--- src/rtl/bkm_pkg.sv ---
// Shared encodings and helpers for the BKM iteration controller.
// Digit, format and FSM state codes plus the residual threshold function.
package bkm_pkg;

  localparam logic [1:0] DIGIT_ZERO = 2'b00;
  localparam logic [1:0] DIGIT_POS  = 2'b01;
  localparam logic [1:0] DIGIT_NEG  = 2'b11;

  localparam logic [1:0] FORMAT_0       = 2'b00;
  localparam logic [1:0] FORMAT_1       = 2'b01;
  localparam logic [1:0] FORMAT_2       = 2'b10;
  localparam logic [1:0] FORMAT_ILLEGAL = 2'b11;

  typedef enum logic [1:0] {
    ST_IDLE = 2'b00,
    ST_LOAD = 2'b01,
    ST_ITER = 2'b10,
    ST_DONE = 2'b11
  } state_t;

  // Residual magnitude at which a nonzero digit is selected: 2^(w-3).
  function automatic int bkm_threshold(input int w);
    return 1 << (w - 3);
  endfunction

  function automatic logic [1:0] digit_negate(input logic [1:0] d);
    logic [1:0] res;
    res = DIGIT_ZERO;
    if (d == DIGIT_POS) res = DIGIT_NEG;
    else if (d == DIGIT_NEG) res = DIGIT_POS;
    return res;
  endfunction

endpackage

--- src/rtl/bkm_digit_sel.sv ---
// Signed-digit selector: compares a two's complement residual against +/-T.
// mode = 1 (L-mode) negates the selected digit.
module bkm_digit_sel
  import bkm_pkg::*;
#(
  parameter int W = 8
) (
  input  logic [W-1:0] r,
  input  logic         mode,
  output logic [1:0]   d
);

  localparam int              T_INT = bkm_threshold(W);
  localparam logic [W-1:0]    T_POS = W'(T_INT);
  localparam logic [W-1:0]    T_NEG = W'(-T_INT);

  logic signed [W-1:0] rs;
  logic [1:0]          d_e;

  assign rs = $signed(r);

  always_comb begin
    d_e = DIGIT_ZERO;
    if (rs >= $signed(T_POS)) d_e = DIGIT_POS;
    else if (rs < $signed(T_NEG)) d_e = DIGIT_NEG;
  end

  assign d = mode ? digit_negate(d_e) : d_e;

endmodule

--- src/rtl/bkm_iter_ctrl.sv ---
// BKM iteration sequencer driving bkm_step: LOAD, then N ITER cycles, then DONE.
// Optional macro BKM_ITER_CTRL_B2B_EN allows a new start in DONE (no IDLE bubble).
module bkm_iter_ctrl
  import bkm_pkg::*;
#(
  parameter int W     = 8,
  parameter int LOG2W = 3,
  parameter int N     = 8,
  parameter int LOG2N = 3
) (
  input  logic             clk,
  input  logic             arst,
  input  logic             enable,
  input  logic             start_valid,
  output logic             start_ready,
  input  logic             mode,
  input  logic [1:0]       format,
  input  logic [W-1:0]     u_fb,
  input  logic [W-1:0]     v_fb,
  output logic             step_mode,
  output logic [1:0]       step_format,
  output logic [LOG2N-1:0] step_n,
  output logic [1:0]       step_d_x,
  output logic [1:0]       step_d_y,
  output logic             step_load,
  output logic             step_ena,
  output logic [LOG2N-1:0] lut_addr,
  output logic             busy,
  output logic             done_valid,
  input  logic             done_ready,
  output logic             done_err,
  output state_t           dbg_state
);

  if (W != (1 << LOG2W)) begin : g_bad_w
    $error("bkm_iter_ctrl: W must equal 2**LOG2W");
  end
  if (N != (1 << LOG2N)) begin : g_bad_n
    $error("bkm_iter_ctrl: N must equal 2**LOG2N");
  end

  localparam logic [LOG2N-1:0] CNT_LAST = LOG2N'(N - 1);

  state_t           state;
  logic [LOG2N-1:0] cnt;
  logic             mode_q;
  logic [1:0]       format_q;
  logic             err_q;
  logic [1:0]       d_x_raw;
  logic [1:0]       d_y_raw;
  logic             start_acc;
  logic             done_acc;

  // Handshake: a transfer completes on an edge where valid && ready && enable.
  // start_ready is 1 in IDLE (and in DONE mirrors done_ready when back-to-back
  // is built in); done_valid is 1 in DONE and holds until done_ready.
`ifdef BKM_ITER_CTRL_B2B_EN
  assign start_ready = (state == ST_IDLE) || ((state == ST_DONE) && done_ready);
`else
  assign start_ready = (state == ST_IDLE);
`endif

  assign busy       = (state == ST_LOAD) || (state == ST_ITER);
  assign done_valid = (state == ST_DONE);
  assign done_err   = err_q;
  assign start_acc  = start_valid && start_ready && enable;
  assign done_acc   = done_valid && done_ready && enable;

  always_ff @(posedge clk) begin
    if (arst) begin
      state    <= ST_IDLE;
      cnt      <= '0;
      mode_q   <= 1'b0;
      format_q <= 2'b00;
      err_q    <= 1'b0;
    end else if (enable) begin
      case (state)
        ST_IDLE: begin
          if (start_acc) begin
            mode_q   <= mode;
            format_q <= format;
            cnt      <= '0;
            if (format == FORMAT_ILLEGAL) begin
              state <= ST_DONE;
              err_q <= 1'b1;
            end else begin
              state <= ST_LOAD;
            end
          end
        end
        ST_LOAD: begin
          state <= ST_ITER;
          cnt   <= '0;
        end
        ST_ITER: begin
          if (cnt == CNT_LAST) state <= ST_DONE;
          else                 cnt   <= cnt + 1'b1;
        end
        ST_DONE: begin
          if (done_acc) begin
            err_q <= 1'b0;
            // start_acc can only be true here in the back-to-back build.
            if (start_acc) begin
              mode_q   <= mode;
              format_q <= format;
              cnt      <= '0;
              if (format == FORMAT_ILLEGAL) begin
                state <= ST_DONE;
                err_q <= 1'b1;
              end else begin
                state <= ST_LOAD;
              end
            end else begin
              state <= ST_IDLE;
            end
          end
        end
        default: state <= ST_IDLE;
      endcase
    end
  end

  bkm_digit_sel #(.W(W)) u_sel_x (.r(u_fb), .mode(mode_q), .d(d_x_raw));
  bkm_digit_sel #(.W(W)) u_sel_y (.r(v_fb), .mode(mode_q), .d(d_y_raw));

  assign step_mode   = mode_q;
  assign step_format = format_q;
  assign step_n      = (state == ST_ITER) ? cnt : '0;
  assign lut_addr    = step_n;
  assign step_d_x    = (state == ST_ITER) ? d_x_raw : DIGIT_ZERO;
  assign step_d_y    = (state == ST_ITER) ? d_y_raw : DIGIT_ZERO;
  assign step_load   = enable && (state == ST_LOAD);
  assign step_ena    = enable && ((state == ST_LOAD) || (state == ST_ITER));
  assign dbg_state   = state;

endmodule

--- config.mk ---
export PLATFORM = sky130hd
export DESIGN_NAME = bkm_iter_ctrl
export DESIGN_NICKNAME = d
export VERILOG_FILES = /design/src/rtl/bkm_pkg.sv /design/src/rtl/bkm_digit_sel.sv /design/src/rtl/bkm_iter_ctrl.sv
export SDC_FILE = /design/constraint.sdc
export NUM_CORES = 1
export LEC_CHECK = 0
export CAP_MARGIN = 20
export CORE_AREA = 2 2 47 49
export DETAILED_ROUTE_END_ITERATION = 8
export DIE_AREA = 0 0 49 51
export MAX_ROUTING_LAYER = met4
export PLACE_DENSITY = 0.79
export SLEW_MARGIN = 20
export SYNTH_ARGS = -nofsm -noshare
export SYNTH_HDL_FRONTEND = slang
export SYNTH_SLANG_ARGS = --single-unit
--- constraint.sdc ---
create_clock -name clk -period 3.05 [get_ports clk]
set_input_delay 0.61 -clock clk [delete_from_list [all_inputs] [get_ports clk]]
set_output_delay 0.61 -clock clk [all_outputs]
set_load 0.005 [all_outputs]
### Yosys cells after proc, flatten, opt, wreduce, memory -nomap -nowiden

Index checks and enable logic that the tools add are counted.
W data, S select, Z words.

* add/sub/neg operators: 1
* $lt $le $gt $ge: 4
* equal/unequal tests: 14
* multiplexer cells: 35
* reductions and logical operators: 13

Operators with widths (count)
* $mux W2: 17
* $ge A8 B7 Y1 const B: 2
* $lt A8 B6 Y1 const B: 2
* $mux W3: 4
* $pmux W3 S4: 1
* $eq A2 B2 Y1 const B: 5
* $mux W1: 9
* $ne A2 B1 Y1 const B: 4
* $pmux W2 S4: 1
* $eq A2 B1 Y1 const B: 3
* $logic_and A1 B1 Y1: 6
* $reduce_and A3 Y1: 2
* $reduce_and A5 Y1: 1
* $pmux W1 S2: 2
* $pmux W2 S2: 1
* $reduce_and A4 Y1: 1
* $add A3 B1 Y3 const B: 1
* $eq A3 B3 Y1 const B: 1
* $logic_not A2 Y1: 1
* $ne A2 B2 Y1 const B: 1
* $reduce_bool A2 Y1: 1
* $logic_or A1 B1 Y1: 1

* register bits: 9
* input port bits: 24
* output and inout port bits: 21
* logic and storage cells: 72

### Logic depth before layout (Yosys ltp)

* depth after elaboration: 8
* gate-level depth with buffers: 6
* mapped depth without buffers: 5

### Hierarchy

A second synthesis with hierarchy kept.

* cells, all modules: 87
* area total of the unflattened synthesis: 739.5 um^2

By module, submodules not included
* bkm_iter_ctrl: times used 1, cells each 75, area an instance 661.9 um^2, sequential area each 180.2 um^2
* bkm_digit_sel: times used 2, cells each 6, area an instance 38.8 um^2, sequential area each 0.0 um^2

### Worst setup path before layout

Ideal clock, no wire load.

* path type: register to output
* start point: reg state[0], in the netlist dbg_state[0]
* end point: out step_n[0]
* arrival time: 1.228 ns
* data required time: 2.440 ns
* slack: 1.212 ns
* cell stages (with the launch flop): 6
* path buffers: 2
* cells stage by stage: dfxtp_1 -> inv_1 -> ha_1 -> clkbuf_1 -> and2_1 -> buf_4

* word-level cells in the longest chain between the ends: 2

RTL lines
* from (decl): line bkm_iter_ctrl.sv:44 `state_t state;`
* from (signal assigned): line bkm_iter_ctrl.sv:71 `state <= ST_IDLE;`
* from (signal assigned): line bkm_iter_ctrl.sv:84 `state <= ST_DONE;`
* from (signal assigned): line bkm_iter_ctrl.sv:87 `state <= ST_LOAD;`
* $eq A2 B2 Y1: line bkm_iter_ctrl.sv:128 `assign step_n = (state == ST_ITER) ? cnt : '0;`
* $mux W3: line bkm_iter_ctrl.sv:128
* to (decl): line bkm_iter_ctrl.sv:22 `output logic [LOG2N-1:0] step_n,`

Every way passes these cells.

### Worst setup path in the final report

* start point: in v_fb[7]
* end point: out step_d_y[1]

* word-level cells in the longest chain between the ends: 7
* elaborated cells on any way between the ends: 8
* those cells by class: 2 x order compare; 1 x eq/ne; 5 x mux

RTL lines
* from (decl): line bkm_iter_ctrl.sv:19 `input logic [W-1:0] v_fb,`
* $lt A8 B6 Y1: line bkm_digit_sel.sv:25 `else if (rs < $signed(T_NEG)) d_e = DIGIT_NEG;`
* $mux W2: line bkm_digit_sel.sv:25
* $mux W2 (*): line bkm_digit_sel.sv:24 `if (rs >= $signed(T_POS)) d_e = DIGIT_POS;`
* $eq A2 B1 Y1: line bkm_pkg.sv:29 `if (d == DIGIT_POS) res = DIGIT_NEG;`
* $mux W2: line bkm_pkg.sv:29
* $mux W2 (*): line bkm_digit_sel.sv:28 `assign d = mode ? digit_negate(d_e) : d_e;`
* $mux W2 (*): line bkm_iter_ctrl.sv:131 `assign step_d_y = (state == ST_ITER) ? d_y_raw : DIGIT_ZERO;`
* to (decl): line bkm_iter_ctrl.sv:24 `output logic [1:0] step_d_y,`

Every way passes the cells marked *; elsewhere a longest branch is shown, timed or not.

==> results.md <==
- Yosys warnings: 0
- Largest family of logic cells by synthesized area: simple AND/OR/NAND/NOR gates
- Std cell rows: 17
- Lkg Pwr: 0.410 nW
- Initial Util: 0.356
- Count of final setup violators: 0
- Via count: 796
- Remaining DRCs: 0
- Core Region: 2060 sq um
- Remaining antenna violation count: 0
- Area share of xor/xnor cells in the synthesized design: 0
- Flop pwr share: 0.408
- Post-synth EDFFs: 0
- CP most frequent cell: clkdlybuf4s50_1
- Adder-cell share of the synthesized area: 0.102
- Clock latency on the worst-skew pair: 280 ps
- Worst min path class: reg -> reg
- Mux share of post-synthesis cell area: 0.0273
- Syn nets: 118
- Post-synthesis simple-gate area fraction: 0.296
- Cell count after synthesis: 88
- Measured slew at the worst slew-check pin: 439 ps
- CTS Buf Count: 3
- WL per Instance: 12.1 um
- Layout area overhead: 51.1%
- Worst path cell trace: clkdlybuf4s50_1 -> inv_1 -> a211o_1 -> a21boi_0 -> clkdlybuf4s50_1
- Final worst setup slack: 306 ps
- Synth async-reset ratio: 0
- Final Max Slew Viols: 0
- Placed insts: 146
- Slew Limit Headroom: 0.707
- 1st-pass router iterations: 4
- DRT Wirelength: 1820 um
- Max incr delay on CP: 520 ps
- Synthesized area: 734 sq um
- Reg clk slew, reported paths: 60 ps
- CTS Root Cell: clkbuf_4
- RSZ-0062 raised after global routing: false
- Startpoint Class: input pin
- Fin. Hold Viols: 0
- Register area: 180 sq um
- # Max-Cap Violations: 0
- IO buf count: 34
- Die H: 51 um
- Setup tns final: 0 ps
- Vias in the first global route: 719
- Compound-Gate Fraction of Synth Area: 0.252
- Yosys top cell by area: dfxtp_1
- GP Congestion: 0.862
- Crit-path slowest cell: clkdlybuf4s50_1
- Clock Skews: 5.53 ps
- FF+latch count, synth: 9
- Int Power: 0.220 mW
- Mean Syn Cell Area: 8.35 sq um
- H-Tree Level Count: 1
- Tcrit/Tclk final: 0.900
- First-pass GRT wire length: 3150 um
- Highest ir drop seen on vdd: 189 uV
- Synth area leaders: dfxtp_1 (25%), ha_1 (10%), and2_1 (7.7%)
- Postcts setup bufs: 0
- Initial antenna violation count: 0
- Fin crit period: 2740 ps
- CTS resizes: 0
- Register area share after synthesis: 0.245
- Antenna cells: 0
- Status: finished, final reports clean
- Crit-path leading delay family: buffers and inverters
- GRT overflow: 0
- Pwr Density: 277 nW/um^2
- Area of the multi-input gates: 498 sq um
- Crit-path max FO: 3
- I/O pins: 45
- Library cells used by synthesis: 38
- CTS tree: built
- Worst setup path class: in -> out
- Non-filler cells, final: 150
- Worst Path Arrival: 2130 ps
- Post-synth top area share: 0.245
- Fillers: 218
- Die span in x: 49 um
- Comb pwr share: 0.270
- Fin nets: 153
- Vias per inst: 5.31
- Hold buffer count at CTS: 0
- Synth top cells by count: and2_1 (9), dfxtp_1 (9), ha_1 (6), inv_1 (6), nand3_1 (6)
- P_sw: 0.0875 mW
- CTS Sinks: 9
- Sw frac: 0.284
- Die footprint: 2500 sq um
- Total GRT Usage: 0.169
- Share of cells above drive strength 1: 0.0820
- Max Clk Rate: 364 MHz
- DP Worst Slack: 312 ps
- CP endpoint kind: primary output
- Clock Power Share: 0.322
- Deepest clock path buffer count: 2
- Crit path required time: 2440 ps
- Largest net degree at the start of global routing: 16
- Primary FF master, synth: dfxtp_1
- Initial detailed-routing violation count: 9
- DP Wirelength: 1410 um
- Buf+Inv Stages, Crit Path: 3
## worst reg2reg max path, cell delays in order, from the launching register on
cell	delay, ps
dfxtp_1	420
inv_1	110
ha_1	360
and2_1	220
or4_1	460
o21ai_0	80
## per-stage QoR
step	power (mW)	hold slack (ps)	utilization	instance area [sq um]
after detailed placement	0.211	454	0.525	1080
after global placement	0.209	449	0.525	1080
final	0.308	458	0.538	1110
after global routing	0.326	493	0.538	1110
after floorplan	0.166	442	-	734
after CTS	0.312	465	0.538	1110
## logic make-up after synthesis
| kind of cell | count (synthesis) |
|---|---|
| DFF | 9 |
| muxes | 2 |
| and+or+nand+nor | 35 |
| AOI/OAI and AO/OA | 25 |
| adders and majority gates | 6 |
| buffers and inverters | 11 |
## state kept, by name, summed over array words and instances, names as in the netlist
name,flops
cnt,3
step_format,2
dbg_state,2
step_mode,1
done_err,1
## layout by cell type (no fill, tap or decap), drive strengths merged, types with 4 or more instances in the layout
cell type      netlist  routed
nand2                4       4
clkbuf               1       4
ha                   6       6
inv                  6       6
o21ai                5       5
clkdlybuf4s50        0      34
a21oi                5       5
and2                 9       9
nand3                6       6
dfxtp                9       9
## cell type report
| class | instances | share of cell area |
|---|---|---|
| multi-input combinational | 68 | 0.449 |
| sequential | 9 | 0.162 |
| timing repair buffer | 35 | 0.313 |
| tap | 28 | 0.0316 |
| inverter | 6 | 0.0203 |
| clock buffer | 4 | 0.0237 |
## layer usage
layer  track usage  share of wire
met5             -              0
met4        0.0857          0.023
met3        0.0468          0.070
met2         0.279           0.47
met1         0.189           0.44
## worst paths after layout
check	cells after the start	start	slack, ps	to
min	2	done_err	460	done_err
min reg2reg	2	done_err	460	done_err
max	5	v_fb[7]	310	step_d_y[1]
max reg2reg	5	dbg_state[0]	1330	cnt[2]
## power by group through the flow
| stage | combinational, mW | sequential (mW) | clock (mW) |
|---|---|---|---|
| 6_report | 0.0832 | 0.126 | 0.0991 |
| 3_5_place_dp | 0.0829 | 0.128 | 0 |
| 3_3_place_gp | 0.0811 | 0.128 | 0 |
| 2_1_floorplan | 0.0379 | 0.128 | 0 |
| 5_1_grt | 0.0916 | 0.126 | 0.108 |
| 4_1_cts | 0.0837 | 0.126 | 0.103 |
No activity file was read; power rests on OpenSTA's default activity.
